File: src/rtl/output_writeback_unit.sv
// Output writeback unit: picks a write source, applies circular frame addressing,
// registers the activation-memory write and mirrors it into an external output queue.
module output_writeback_unit #(
    parameter int N_DIM_ARRAY    = 8,
    parameter int ACT_DATA_WIDTH = 8,
    parameter int ADDR_SIZE      = 16,
    parameter int FIFO_DEPTH     = 4
) (
    input  logic                                  clk,
    input  logic                                  reset,
    input  logic                                  sel_nl,
    input  logic                                  wr_en_cu,
    input  logic [ADDR_SIZE-1:0]                  wr_addr_cu,
    input  logic [N_DIM_ARRAY*ACT_DATA_WIDTH-1:0] wr_data_cu,
    input  logic                                  wr_en_nl,
    input  logic [ADDR_SIZE-1:0]                  wr_addr_nl,
    input  logic [N_DIM_ARRAY*ACT_DATA_WIDTH-1:0] wr_data_nl,
    input  logic                                  tcn_active,
    input  logic [ADDR_SIZE-1:0]                  tcn_block_size,
    input  logic [ADDR_SIZE-1:0]                  tcn_total_blocks,
    input  logic                                  tcn_update_pointer,
    output logic                                  mem_wr_en,
    output logic [ADDR_SIZE-1:0]                  mem_wr_addr,
    output logic [N_DIM_ARRAY*ACT_DATA_WIDTH-1:0] mem_wr_data,
    output logic                                  out_valid,
    output logic [31:0]                           out_addr,
    output logic [N_DIM_ARRAY*ACT_DATA_WIDTH-1:0] out_data,
    input  logic                                  out_ready,
    output logic                                  stall,
    output logic                                  overflow,
    output logic [$clog2(FIFO_DEPTH):0]           level,
    input  logic                                  clear_overflow
);

    localparam int W   = N_DIM_ARRAY * ACT_DATA_WIDTH;
    localparam int PW  = $clog2(FIFO_DEPTH);
    localparam int LW  = PW + 1;
    localparam int AW1 = ADDR_SIZE + 1;

    logic                 sel_en_s;
    logic [ADDR_SIZE-1:0] sel_addr_s;
    logic [W-1:0]         sel_data_s;

    logic [ADDR_SIZE-1:0] ptr_q, ptr_d;
    logic [ADDR_SIZE-1:0] off_q, off_d;
    logic [AW1-1:0]       sum_s;
    logic [AW1-1:0]       ring_s;
    logic [ADDR_SIZE-1:0] enc_addr_s;

    logic                 mem_wr_en_q;
    logic [ADDR_SIZE-1:0] mem_wr_addr_q;
    logic [W-1:0]         mem_wr_data_q;

    logic [ADDR_SIZE-1:0] q_addr_q [FIFO_DEPTH];
    logic [W-1:0]         q_data_q [FIFO_DEPTH];
    logic [PW-1:0]        wr_ptr_q, wr_ptr_d;
    logic [PW-1:0]        rd_ptr_q, rd_ptr_d;
    logic [LW-1:0]        level_q, level_d;
    logic                 overflow_q, overflow_d;
    logic                 full_s, pop_s, push_s, drop_s;

    // Source selection: the unselected source has no effect at all.
    always_comb begin
        if (sel_nl) begin
            sel_en_s   = wr_en_nl;
            sel_addr_s = wr_addr_nl;
            sel_data_s = wr_data_nl;
        end else begin
            sel_en_s   = wr_en_cu;
            sel_addr_s = wr_addr_cu;
            sel_data_s = wr_data_cu;
        end
    end

    // Ring pointer and its offset advance together so off always equals ptr*block_size.
    always_comb begin
        ptr_d = ptr_q;
        off_d = off_q;
        if (tcn_active && tcn_update_pointer) begin
            if (({1'b0, ptr_q} + AW1'(1)) >= {1'b0, tcn_total_blocks}) begin
                ptr_d = {ADDR_SIZE{1'b0}};
                off_d = {ADDR_SIZE{1'b0}};
            end else begin
                ptr_d = ptr_q + ADDR_SIZE'(1);
                off_d = off_q + tcn_block_size;
            end
        end else begin
            ptr_d = ptr_q;
            off_d = off_q;
        end
    end

    // Address encoding uses the offset registered before any same-cycle pointer update.
    always_comb begin
        sum_s  = {1'b0, sel_addr_s} + {1'b0, off_q};
        ring_s = {1'b0, tcn_total_blocks} * {1'b0, tcn_block_size};
        if (!tcn_active) begin
            enc_addr_s = sel_addr_s;
        end else if (sum_s >= ring_s) begin
            enc_addr_s = ADDR_SIZE'(sum_s - ring_s);
        end else begin
            enc_addr_s = ADDR_SIZE'(sum_s);
        end
    end

    // Queue control: a pop frees the slot a same-cycle push needs when full.
    always_comb begin
        full_s     = (level_q == LW'(FIFO_DEPTH));
        pop_s      = (level_q != {LW{1'b0}}) && out_ready;
        push_s     = sel_en_s && (!full_s || pop_s);
        drop_s     = sel_en_s && full_s && !pop_s;
        wr_ptr_d   = push_s ? (wr_ptr_q + PW'(1)) : wr_ptr_q;
        rd_ptr_d   = pop_s ? (rd_ptr_q + PW'(1)) : rd_ptr_q;
        case ({push_s, pop_s})
            2'b10:   level_d = level_q + LW'(1);
            2'b01:   level_d = level_q - LW'(1);
            default: level_d = level_q;
        endcase
        if (drop_s) begin
            overflow_d = 1'b1;
        end else if (clear_overflow) begin
            overflow_d = 1'b0;
        end else begin
            overflow_d = overflow_q;
        end
    end

    // Ring pointer registers.
    always_ff @(posedge clk or negedge reset) begin
        if (!reset) begin
            ptr_q <= {ADDR_SIZE{1'b0}};
            off_q <= {ADDR_SIZE{1'b0}};
        end else begin
            ptr_q <= ptr_d;
            off_q <= off_d;
        end
    end

    // Activation-memory write port; address and data hold when idle.
    always_ff @(posedge clk or negedge reset) begin
        if (!reset) begin
            mem_wr_en_q   <= 1'b0;
            mem_wr_addr_q <= {ADDR_SIZE{1'b0}};
            mem_wr_data_q <= {W{1'b0}};
        end else begin
            mem_wr_en_q <= sel_en_s;
            if (sel_en_s) begin
                mem_wr_addr_q <= enc_addr_s;
                mem_wr_data_q <= sel_data_s;
            end
        end
    end

    // Output queue storage and bookkeeping; storage is cleared so the idle head reads zero.
    always_ff @(posedge clk or negedge reset) begin
        if (!reset) begin
            for (int i = 0; i < FIFO_DEPTH; i++) begin
                q_addr_q[i] <= {ADDR_SIZE{1'b0}};
                q_data_q[i] <= {W{1'b0}};
            end
            wr_ptr_q   <= {PW{1'b0}};
            rd_ptr_q   <= {PW{1'b0}};
            level_q    <= {LW{1'b0}};
            overflow_q <= 1'b0;
        end else begin
            if (push_s) begin
                q_addr_q[wr_ptr_q] <= enc_addr_s;
                q_data_q[wr_ptr_q] <= sel_data_s;
            end
            wr_ptr_q   <= wr_ptr_d;
            rd_ptr_q   <= rd_ptr_d;
            level_q    <= level_d;
            overflow_q <= overflow_d;
        end
    end

    assign mem_wr_en   = mem_wr_en_q;
    assign mem_wr_addr = mem_wr_addr_q;
    assign mem_wr_data = mem_wr_data_q;
    assign out_valid   = (level_q != {LW{1'b0}});
    assign out_addr    = 32'(q_addr_q[rd_ptr_q]);
    assign out_data    = q_data_q[rd_ptr_q];
    assign level       = level_q;
    assign stall       = (level_q >= LW'(FIFO_DEPTH - 1));
    assign overflow    = overflow_q;

endmodule

File: config.mk
export PLATFORM = sky130hd
export DESIGN_NAME = output_writeback_unit
export DESIGN_NICKNAME = d
export VERILOG_FILES = /design/src/rtl/output_writeback_unit.sv
export SDC_FILE = /design/constraint.sdc
export NUM_CORES = 1
export LEC_CHECK = 0
export BUFFER_PORTS_ARGS = -buffer_cell sky130_fd_sc_hd__buf_4
export CORE_AREA = 5 5 247 249
export DETAILED_ROUTE_END_ITERATION = 12
export DIE_AREA = 0 0 252 254
export SLEW_MARGIN = 5
export SYNTH_ARGS = -nofsm -noshare
export SYNTH_HDL_FRONTEND = slang
export SYNTH_SLANG_ARGS = --single-unit
File: constraint.sdc
create_clock -name clk -period 7.29 [get_ports clk]
set_input_delay 0.729 -clock clk [delete_from_list [all_inputs] [get_ports clk]]
set_output_delay 0.729 -clock clk [all_outputs]
set_load 0.05 [all_outputs]
Yosys cells after proc, flatten, opt, wreduce, memory -nomap -nowiden:

Index checks and enable logic that the tools add are counted.

* register bits: 441
* word-level logic and storage cells: 72
* input bits: 201

* $add $sub $neg: 9
* bitwise logic cells: 2
* $lt $le $gt $ge: 6
* eq/ne operators: 3
* mux-type cells: 22
* multipliers: 1
* reductions and logical operators: 12

Operators by type and width (number)
* bitwise mux 256 bit: 1
* 2-to-1 mux 64 bit: 4
* binary-select mux 64 bit (select 2 bit): 1
* demux 64 bit (select 2 bit): 1
* 2-to-1 mux 16 bit: 8
* bitwise mux 64 bit: 1
* binary-select mux 16 bit (select 2 bit): 1
* demux 16 bit (select 2 bit): 1
* adder 16 x 1 -> 17 bit, second input constant: 1
* adder 16 x 16 -> 17 bit: 1
* greater-or-equal comparator 17 x 16 -> 1 bit: 1
* greater-or-equal comparator 17 bit: 1
* multiplier 16 x 16 -> 17 bit: 1
* adder 16 x 1 -> 16 bit, second input constant: 1
* adder 16 bit: 1
* subtractor 16 bit: 1
* greater-or-equal comparator 3 bit, second input constant: 2
* logical AND 1 bit: 6
* NOT 2 -> 3 bit: 2
* one-hot mux 3 bit (2 select lines): 1
* adder 2 x 1 -> 2 bit, second input constant: 2
* nonzero test 2 bit: 2
* adder 3 x 1 -> 3 bit, second input constant: 1
* equality test 3 bit, second input constant: 1
* 9 further kinds: 12

Depth between registers and ports, before layout:

Gate-level depths: netlist of the first run.

* depth after elaboration: 6
* depth in mapped cells: 31

Worst setup path before layout of the first run:

Ideal clock, no wire load.

* path type: input -> register
* start point: input port tcn_block_size[1]
* end point: register mem_wr_addr_q[13], in the netlist mem_wr_addr[13]
* buffers on the path: 2
* stages on the path: 26
* data required time: 7.157 ns
* arrival: 7.172 ns
* setup slack: -0.015 ns
* path through: clkbuf_1 nand2_1 fa_1 fa_1 fa_1 fa_1 inv_1 fa_1 fa_1 ha_1 and3_1 and3_1 nor2_1 a211o_1 o21ai_0 xnor2_1 ha_1 nand4_1 nor3_1 a221oi_1 o311a_1 buf_4 or4_1 a21oi_2 a221oi_2 a21oi_2

* longest elaborated chain between the ends: 4
* elaborated cells between the ends (all ways): 5

Ends and longest elaborated chain
* from (decl): RTL line 19 `input logic [ADDR_SIZE-1:0] tcn_block_size,`
* multiplier 16 x 16 -> 17 bit (*): RTL line 96 `ring_s = {1'b0, tcn_total_blocks} * {1'b0, tcn_block_size};`
* subtractor 16 bit or greater-or-equal comparator 17 bit (tied branches): RTL line 100, 99
* 2-to-1 mux 16 bit (*): RTL line 99 `end else if (sum_s >= ring_s) begin`
* 2-to-1 mux 16 bit (*): RTL line 97 `if (!tcn_active) begin`
* to (signal assigned): RTL line 143 `mem_wr_addr_q <= {ADDR_SIZE{1'b0}};`
* to (signal assigned): RTL line 148 `mem_wr_addr_q <= enc_addr_s;`
* to (decl): RTL line 51 `logic [ADDR_SIZE-1:0] mem_wr_addr_q;`

Every way passes the cells marked *; elsewhere a longest branch is shown, timed or not.
A chain may end at the register's enable or synchronous reset.

Worst setup path in the final report of the first run:

* start point: input port tcn_block_size[1]
* end point: register q_addr_q[58] (netlist name)

* longest elaborated chain between the ends: 5
* elaborated cells between the ends (all ways): 6

Ends and longest elaborated chain
* multiplier 16 x 16 -> 17 bit (*): RTL line 96
* subtractor 16 bit or greater-or-equal comparator 17 bit (tied branches): RTL line 100, 99
* 2-to-1 mux 16 bit (*): RTL line 99
* 2-to-1 mux 16 bit (*): RTL line 97
* bitwise mux 64 bit (*): RTL line 167 `q_addr_q[wr_ptr_q] <= enc_addr_s;`
* to (signal, indexed assignment): RTL line 158 `q_addr_q[i] <= {ADDR_SIZE{1'b0}};`
* to (signal, indexed assignment): RTL line 167
* to (decl): RTL line 54 `logic [ADDR_SIZE-1:0] q_addr_q [FIFO_DEPTH];`

Marks and branches as above.

==> flow_metrics.tcl, run 1 <==
set metrics [dict create \
    outcome "completed" \
    crit_path_start_kind "input port" \
    diodes 0 \
    slew_viol_final 0 \
    drt_first_pass_iters 5 \
    r2r-end "q_addr_q[58]" \
    grt_pass1_wl_um 113000 \
    timing.setup.tns_ps 0 \
    critPathKind "input port to flop" \
    endpoint_kind "flop" \
    rrSetupSlack_ps 2280 \
    die_w_um 252 \
    routed_via_density 5.31 \
    syn_inst 2546 \
    reg2reg_depth 16 \
    arrival_ps 7410 \
    synth_edf_count 0 \
    drt_iter0_drc 1018 \
    fin_nets 3320 \
    maxCapViolations 0 \
    ys_seq_area_share_pct 42.5 \
    grt_pass1_vias 20200 \
    grt_antenna_before_repair 0 \
    stdcell_area_um2 31300 \
    fp.dieH_um 254 \
    synth_commonest_cells "dfrtp_1 (441), nand2_1 (436), o21ai_0 (323)" \
    critPathSlowestCell "fa_1" \
    ys_async_sr_fraction_pct 100 \
    cts_made_buffers 49 \
    dpl.cell_count 3622 \
    clk_pin_slew_ps 60 \
    clkLatencyLatePin_ps 590 \
    num_rows 89 \
    synth.avg_cell_area_um2 10.2 \
    fmax_ghz 0.145 \
    ys.flop_type "dfrtp_1" \
    port_buffers 367 \
    area_growth_syn_to_layout_pct 20.7 \
    crit_path_max_incr_delay_ps 600 \
    core_region_area_um2 58500 \
    rsz0062_at_grt "false" \
    worst-path-max-fanout 7 \
    yosys_warnings 0 \
    hold_path.class "input port to async pin" \
    hold-worst-slack_ps 288 \
    dieArea_um2 64000 \
    num_io_pins 384 \
    timing.final.crit_share_pct 94.5 \
    num_vias 19700 \
    wl_per_cell_um 19.1 \
    routed_wl_um 70800 \
    gp_congestion 0.898 \
    clkSinkCount 441 \
    synth_area_leaders "dfrtp_1 (43%), fa_1 (7.6%), mux4_2 (6.9%)" \
    setup.worst_path.start "tcn_block_size[1]" \
    num-fill-cells 5271 \
    r2r-start "off_q[0]" \
    syn_area_um2 25900 \
    gr-usage-all-layers_pct 21.9 \
    grt_max_degree 132 \
    worstMarginPinSlew_ps 1090 \
    worstPathRequired_ps 7810 \
    synthDistinctLibCells 68 \
    endpoint "q_addr_q[58]" \
    layoutNonFillerInstCount 3709 \
    min_period_ps 6890 \
    hpwl_um 51800 \
    ys_ff_latch 441 \
    grt-ovfl-total 0 \
    setup_viol 0 \
    yosysTopAreaCell "dfrtp_1" \
    clockBufferDepth 3 \
    yosysMostFrequentCell "dfrtp_1" \
    max_slew_margin_pct 26.2 \
    holdBufCountCts 0 \
    post_dp_cell_area_um2 29700 \
    tritoncts "done" \
    yosysTopAreaCellShare_pct 42.5 \
    cts_root_buf "clkbuf_16" \
    critPathMostFrequentCell "fa_1" \
    cts.htree.levels 2 \
    skew_ps 28.0 \
    start_util_pct 44.4 \
    final-hold-violation-count 0 \
    drtAntennaViolNets 0 \
    drc 0 \
    drive_above_1_share_pct 22.9 \
]
sequential cells by signal, indices dropped and copies added (netlist names):
name,count
q_data_q,256
mem_wr_data,64
q_addr_q,64
mem_wr_addr,16
off_q,16
ptr_q,16
level,3
rd_ptr_q,2
wr_ptr_q,2
mem_wr_en,1
overflow,1
logic make-up (layout without fill, tap and decap cells):
family	count (synthesis)	in the layout	synth area share [%]
flops	441	441	42.5
fa+ha+maj	219	219	13.4
compound gates	560	560	12.4
xor+xnor	94	94	3.17
buf+inv	313	688	4.89
other cells	1	16	0.0145
mux	196	196	11.6
simple gates	722	722	12.0
metrics by stage:
step	util [%]	worst slack, ps
2_1_floorplan	-	46.3
5_1_grt	53.6	35.9
3_3_place_gp	50.9	-171
6_report	53.6	404
4_1_cts	53.6	348
3_5_place_dp	50.9	-259
routing by layer:
layer,track usage [%],wire length [um],vias to the layer above
met5,0,0,-
li1,-,-,9360
met3,3.76,3930,104
met1,31.1,31800,9711
met2,35.2,33100,519
met4,5.68,1850,0
cell usage in the layout (no fill, tap or decap), drive strengths merged, types with 79 or more instances in the layout:
master  instances
a21oi         121
and2           79
buf           447
dfrtp         441
fa             98
ha            121
inv           157
mux4           80
nand2         436
nor2          108
o21ai         328
worst min-delay path by stage:
stage	startpoint	endpoint	slack, ps
after detailed placement	q_data_q[17]	q_data_q[17]	460
after floorplan	reset	level[0]	430
after global placement	q_data_q[226]	q_data_q[226]	460
final	reset	q_data_q[208]	290
after CTS	reset	q_data_q[1]	300
after global routing	clear_overflow	overflow	330
timing repair:
item	in CTS	in global routing
buffers inserted	0	0
setup endpoints to repair	0	19
gates resized for setup	0	2
critical path: cells and delay by family:
kind	cells	cell delay (ps)
adders and majority gates	7	3260
muxes	1	210
AOI/OAI and AO/OA	3	890
and+or+nand+nor	3	410
xor gates and xnor gates	6	1050
buffers and inverters	6	870
layout make-up:
cell class | instances | area (um^2) | area share, %
flip-flops and latches | 441 | 11000 | 35.3
well taps | 773 | 967 | 3.09
inverters | 154 | 581 | 1.85
clock buffers | 74 | 1430 | 4.57
repair buffers | 447 | 3390 | 10.8
multi-input cells | 1807 | 13800 | 44.0
clock inverters | 13 | 144 | 0.459
Power of run 1 is left out: the tool's default activity adds up to more than one toggle a clock period on the data nets, which glitch-free logic cannot reach.
==> run 2: changes to the inputs <==
--- a/config.mk
+++ b/config.mk
@@ -9,6 +9,7 @@
 export CORE_AREA = 5 5 247 249
 export DETAILED_ROUTE_END_ITERATION = 12
 export DIE_AREA = 0 0 252 254
+export RECOVER_POWER = 50
 export SLEW_MARGIN = 5
 export SYNTH_ARGS = -nofsm -noshare
 export SYNTH_HDL_FRONTEND = slang
==> flow_metrics.tcl, run 2 (synthesis gave the netlist of run 1 again) <==
set metrics [dict create \
    outcome "finished, violations left" \
    violations "max-capacitance violations, max-slew violations" \
    routed_wl_um 70700 \
    grt_pass1_wl_um 113000 \
    cts_made_buffers 49 \
    min_period_ps 6890 \
    worstPathRequired_ps 7780 \
    fp.dieH_um 254 \
    stdcell_area_um2 31000 \
    grt_antenna_before_repair 1 \
    utilization_pct 53.0 \
    wl_per_cell_um 19.1 \
    cts.htree.levels 2 \
    worst-path-max-fanout 6 \
    setup_viol 0 \
    crit_path_start_kind "input port" \
    critPathMostFrequentCell "fa_1" \
    rsz0062_at_grt "false" \
    num_io_pins 384 \
    drt_first_pass_iters 5 \
    gp_congestion 0.898 \
    port_buffers 367 \
    drc 0 \
    tritoncts "done" \
    fmax_ghz 0.145 \
    grt_pass1_vias 20200 \
    maxCapViolations 7 \
    slew_viol_final 531 \
    grt-ovfl-total 0 \
    grt_max_degree 132 \
    core_region_area_um2 58500 \
    dieArea_um2 64000 \
    critPathKind "input port to flop" \
    top_register "q_data_q" \
    clk_pin_slew_ps 60 \
    hold_path.class "input port to flop" \
    routed_via_density 5.30 \
    hpwl_um 51800 \
    post_dp_cell_area_um2 29700 \
    clockBufferDepth 3 \
    area_growth_syn_to_layout_pct 19.3 \
    crit_path_max_incr_delay_ps 600 \
    final-hold-violation-count 0 \
    dp_worst_setup_slack_ps -259 \
    num_rows 89 \
    skew_ps 27.4 \
    die_w_um 252 \
    timing.final.crit_share_pct 94.5 \
    clkSinkCount 441 \
    diodes 0 \
    fin_nets 3320 \
    largest_register_ffs 256 \
    max_slew_margin_pct -111 \
    holdBufCountCts 0 \
    endpoint_kind "flop" \
    cts_setup_buffers 0 \
    cts_root_buf "clkbuf_16" \
    gr-usage-all-layers_pct 21.9 \
    drive_above_1_share_pct 19.9 \
    critPathSlowestCell "fa_1" \
    drt_iter0_drc 1095 \
    worstMarginPinSlew_ps 3160 \
    mostFrequentLayoutCell "dfrtp_1" \
    clkLatencyLatePin_ps 590 \
    final_cell_mix "dfrtp_1 (439), nand2_1 (432), buf_4 (353), o21ai_0 (323), inv_1 (153)" \
    setup_slack_ps 404 \
    arrival_ps 7380 \
    start_util_pct 44.4 \
    drtAntennaViolNets 0 \
    num_vias 19700 \
]
[run 2: cell count changes in the layout (fill, tap and decap cells not counted), sizes merged]
cell,change
buf,-93
inv,-1
clkbuf,+93
clkinvlp,+1
[run 2: through the flow]
step | hold WS [ps] | TNS [ps] | std cells
after floorplan | 433 | 0 | 2561
after global placement | 456 | -6780 | 3622
after detailed placement | 465 | -13690 | 3622
after CTS | 300 | 0 | 3709
after global routing | 327 | 0 | 3709
final | 339 | 0 | 3709
[run 2: layer usage]
layer | up-vias | wire length [um] | GRT usage [%]
met5 | - | 0 | 0
met4 | 0 | 1800 | 5.68
met3 | 103 | 3900 | 3.76
met2 | 503 | 33200 | 35.2
met1 | 9694 | 31800 | 31.1
li1 | 9369 | - | -
[run 2: path summary, 6_finish.rpt]
path | startpoint | to | slack, ps | cells past startpoint
setup / recovery | tcn_block_size[1] | q_addr_q[61] | 400 | 27
min in group asynchronous | reset | q_data_q[208] | 1190 | 1
setup reg to reg | off_q[0] | q_addr_q[58] | 2290 | 16
hold / removal | clear_overflow | overflow | 340 | 2
hold reg to reg | q_data_q[157] | q_data_q[157] | 470 | 2
max in group asynchronous | reset | rd_ptr_q[1] | 2190 | 2
[run 2: cell type report]
cell class / count / area [um^2]
Fill cell: 5376 / 27500
Multi-Input combinational cell: 1807 / 13800
Sequential cell: 441 / 11000
Timing Repair Buffer: 447 / 3030
Clock buffer: 74 / 1430
Tap cell: 773 / 967
Inverter: 154 / 579
Clock inverter: 13 / 144
[run 2: repair_timing]
action | CTS | global route
gates resized for setup | 0 | 2
endpoints found under the hold margin | 0 | 0
setup endpoints to repair | 0 | 19
[run 2: worst max-delay path: cells and delay by family]
| kind | cells | cell delay (ps) |
|---|---|---|
| XOR/XNOR | 6 | 1000 |
| AND/OR/NAND/NOR | 4 | 1050 |
| buffers and inverters | 5 | 700 |
| adder cells (fa/ha/maj) | 7 | 3290 |
| AO/OA/AOI/OAI | 5 | 610 |
Power of run 2 is left out for the same reason.
==> run 3: changes to the inputs <==
--- a/config.mk
+++ b/config.mk
@@ -6,6 +6,7 @@
 export NUM_CORES = 1
 export LEC_CHECK = 0
 export BUFFER_PORTS_ARGS = -buffer_cell sky130_fd_sc_hd__buf_4
+export CAP_MARGIN = 10
 export CORE_AREA = 5 5 247 249
 export DETAILED_ROUTE_END_ITERATION = 12
 export DIE_AREA = 0 0 252 254
==> constraint.sdc (replaced) <==
create_clock -name clk -period 8.41 [get_ports clk]
set_input_delay 0.841 -clock clk [delete_from_list [all_inputs] [get_ports clk]]
set_output_delay 0.841 -clock clk [all_outputs]
set_load 0.05 [all_outputs]
==> flow_metrics.tcl, run 3 (synthesis gave the netlist of run 1 again) <==
set metrics [dict create \
    outcome "finished, violations left" \
    violations "max-capacitance violations, max-slew violations" \
    crit_buf_inv 5 \
    critPathKind "input port to flop" \
    hpwl_um 50900 \
    worstPathRequired_ps 8870 \
    setup_viol 0 \
    timing.final.crit_share_pct 86.0 \
    worst-path-max-fanout 20 \
    drtAntennaViolNets 0 \
    arrival_ps 7690 \
    fmax_ghz 0.138 \
    cts_setup_buffers 0 \
    num_rows 89 \
    cts_resized 0 \
    fin_nets 3258 \
    cts.htree.levels 2 \
    timing.setup.tns_ps 0 \
    drt-met1-wl_um 31700 \
    cts_root_buf "clkbuf_16" \
    area_growth_syn_to_layout_pct 17.6 \
    dpl.cell_count 3560 \
    r2r-end "q_addr_q[39]" \
    endpoint_kind "flop" \
    dieArea_um2 64000 \
    crit_path_start_kind "input port" \
    maxCapViolations 6 \
    clk_pin_slew_ps 60 \
    worstMarginPinSlew_ps 4450 \
    setup.worst_path.start "tcn_block_size[1]" \
    final_cell_mix "dfrtp_1 (440), nand2_1 (432), o21ai_0 (323), buf_4 (294), inv_1 (153)" \
    top_register "q_data_q" \
    core_region_area_um2 58500 \
    mostFrequentLayoutCell "dfrtp_1" \
    die_w_um 252 \
    skew_ps 26.0 \
    grt_pass1_vias 20000 \
    grt_antenna_before_repair 1 \
    fp.dieH_um 254 \
    top_layer_used "met5" \
    diodes 0 \
    drc 0 \
    rsz0062_at_grt "false" \
    min_from "clear_overflow" \
    grt_max_degree 152 \
    min_period_ps 7230 \
    wl_per_cell_um 19.5 \
    met3_length_um 4060 \
    clkLatencyLatePin_ps 580 \
    start_util_pct 44.4 \
    clkSinkCount 441 \
    final-hold-violation-count 0 \
    gp_congestion 0.896 \
    num_io_pins 384 \
    drt_first_pass_iters 5 \
    wl_met2_um 33300 \
    gr-usage-all-layers_pct 21.8 \
    tritoncts "done" \
    r2r-start "off_q[0]" \
    drive_above_1_share_pct 18.2 \
    crit_family "adder cells" \
    reg2reg_depth 19 \
    max_slew_margin_pct -197 \
    largest_register_ffs 256 \
    num_vias 19600 \
    critPathMostFrequentCell "fa_1" \
    drt_iter0_drc 1365 \
    grt-ovfl-total 0 \
    cts_made_buffers 49 \
    whs_path_depth 2 \
    holdBufCountCts 0 \
    hold_end "overflow" \
    routed_wl_um 71100 \
    layoutNonFillerInstCount 3647 \
    grt_pass1_wl_um 112000 \
    clockBufferDepth 3 \
    slew_viol_final 347 \
    hold_path.class "input port to flop" \
    routed_via_density 5.37 \
    rrSetupSlack_ps 3430 \
    crit_path_max_incr_delay_ps 540 \
    critPathSlowestCell "fa_1" \
    port_buffers 367 \
]
[run 3: area by class of cell]
type / count / area, um^2
Clock inverter: 14 / 136
Sequential cell: 441 / 11000
Inverter: 154 / 579
Tap cell: 773 / 967
Clock buffer: 73 / 1480
Multi-Input combinational cell: 1807 / 13700
Timing Repair Buffer: 385 / 2570
Fill cell: 5374 / 27900
[run 3: metal layers]
metal | global-route usage (%) | up-vias
met2 | 35.4 | 502
li1 | - | 9247
met1 | 30.2 | 9707
met3 | 4.19 | 113
met4 | 6.25 | 2
met5 | 0 | -
[run 3: stage by stage]
step / utilization [%] / hold slack [ps] / worst slack, ps / instance area (um^2)
final: 52.2 / 455 / 1180 / 30500
after global routing: 52.2 / 434 / 686 / 30500
after CTS: 52.8 / 265 / 1210 / 30900
after detailed placement: 50.0 / 463 / 579 / 29300
after global placement: 50.0 / 456 / 753 / 29300
after floorplan: - / 443 / 993 / 26000
[run 3: worst max path at each step]
stage / end / slack [ps] / cells after the start
after floorplan: mem_wr_addr[13] / 990 / 26
after global placement: mem_wr_addr[7] / 750 / 27
after detailed placement: q_addr_q[39] / 580 / 27
after CTS: q_addr_q[39] / 1210 / 27
after global routing: q_addr_q[55] / 690 / 8
final: q_addr_q[39] / 1180 / 27
Power of run 3 is left out for the same reason.
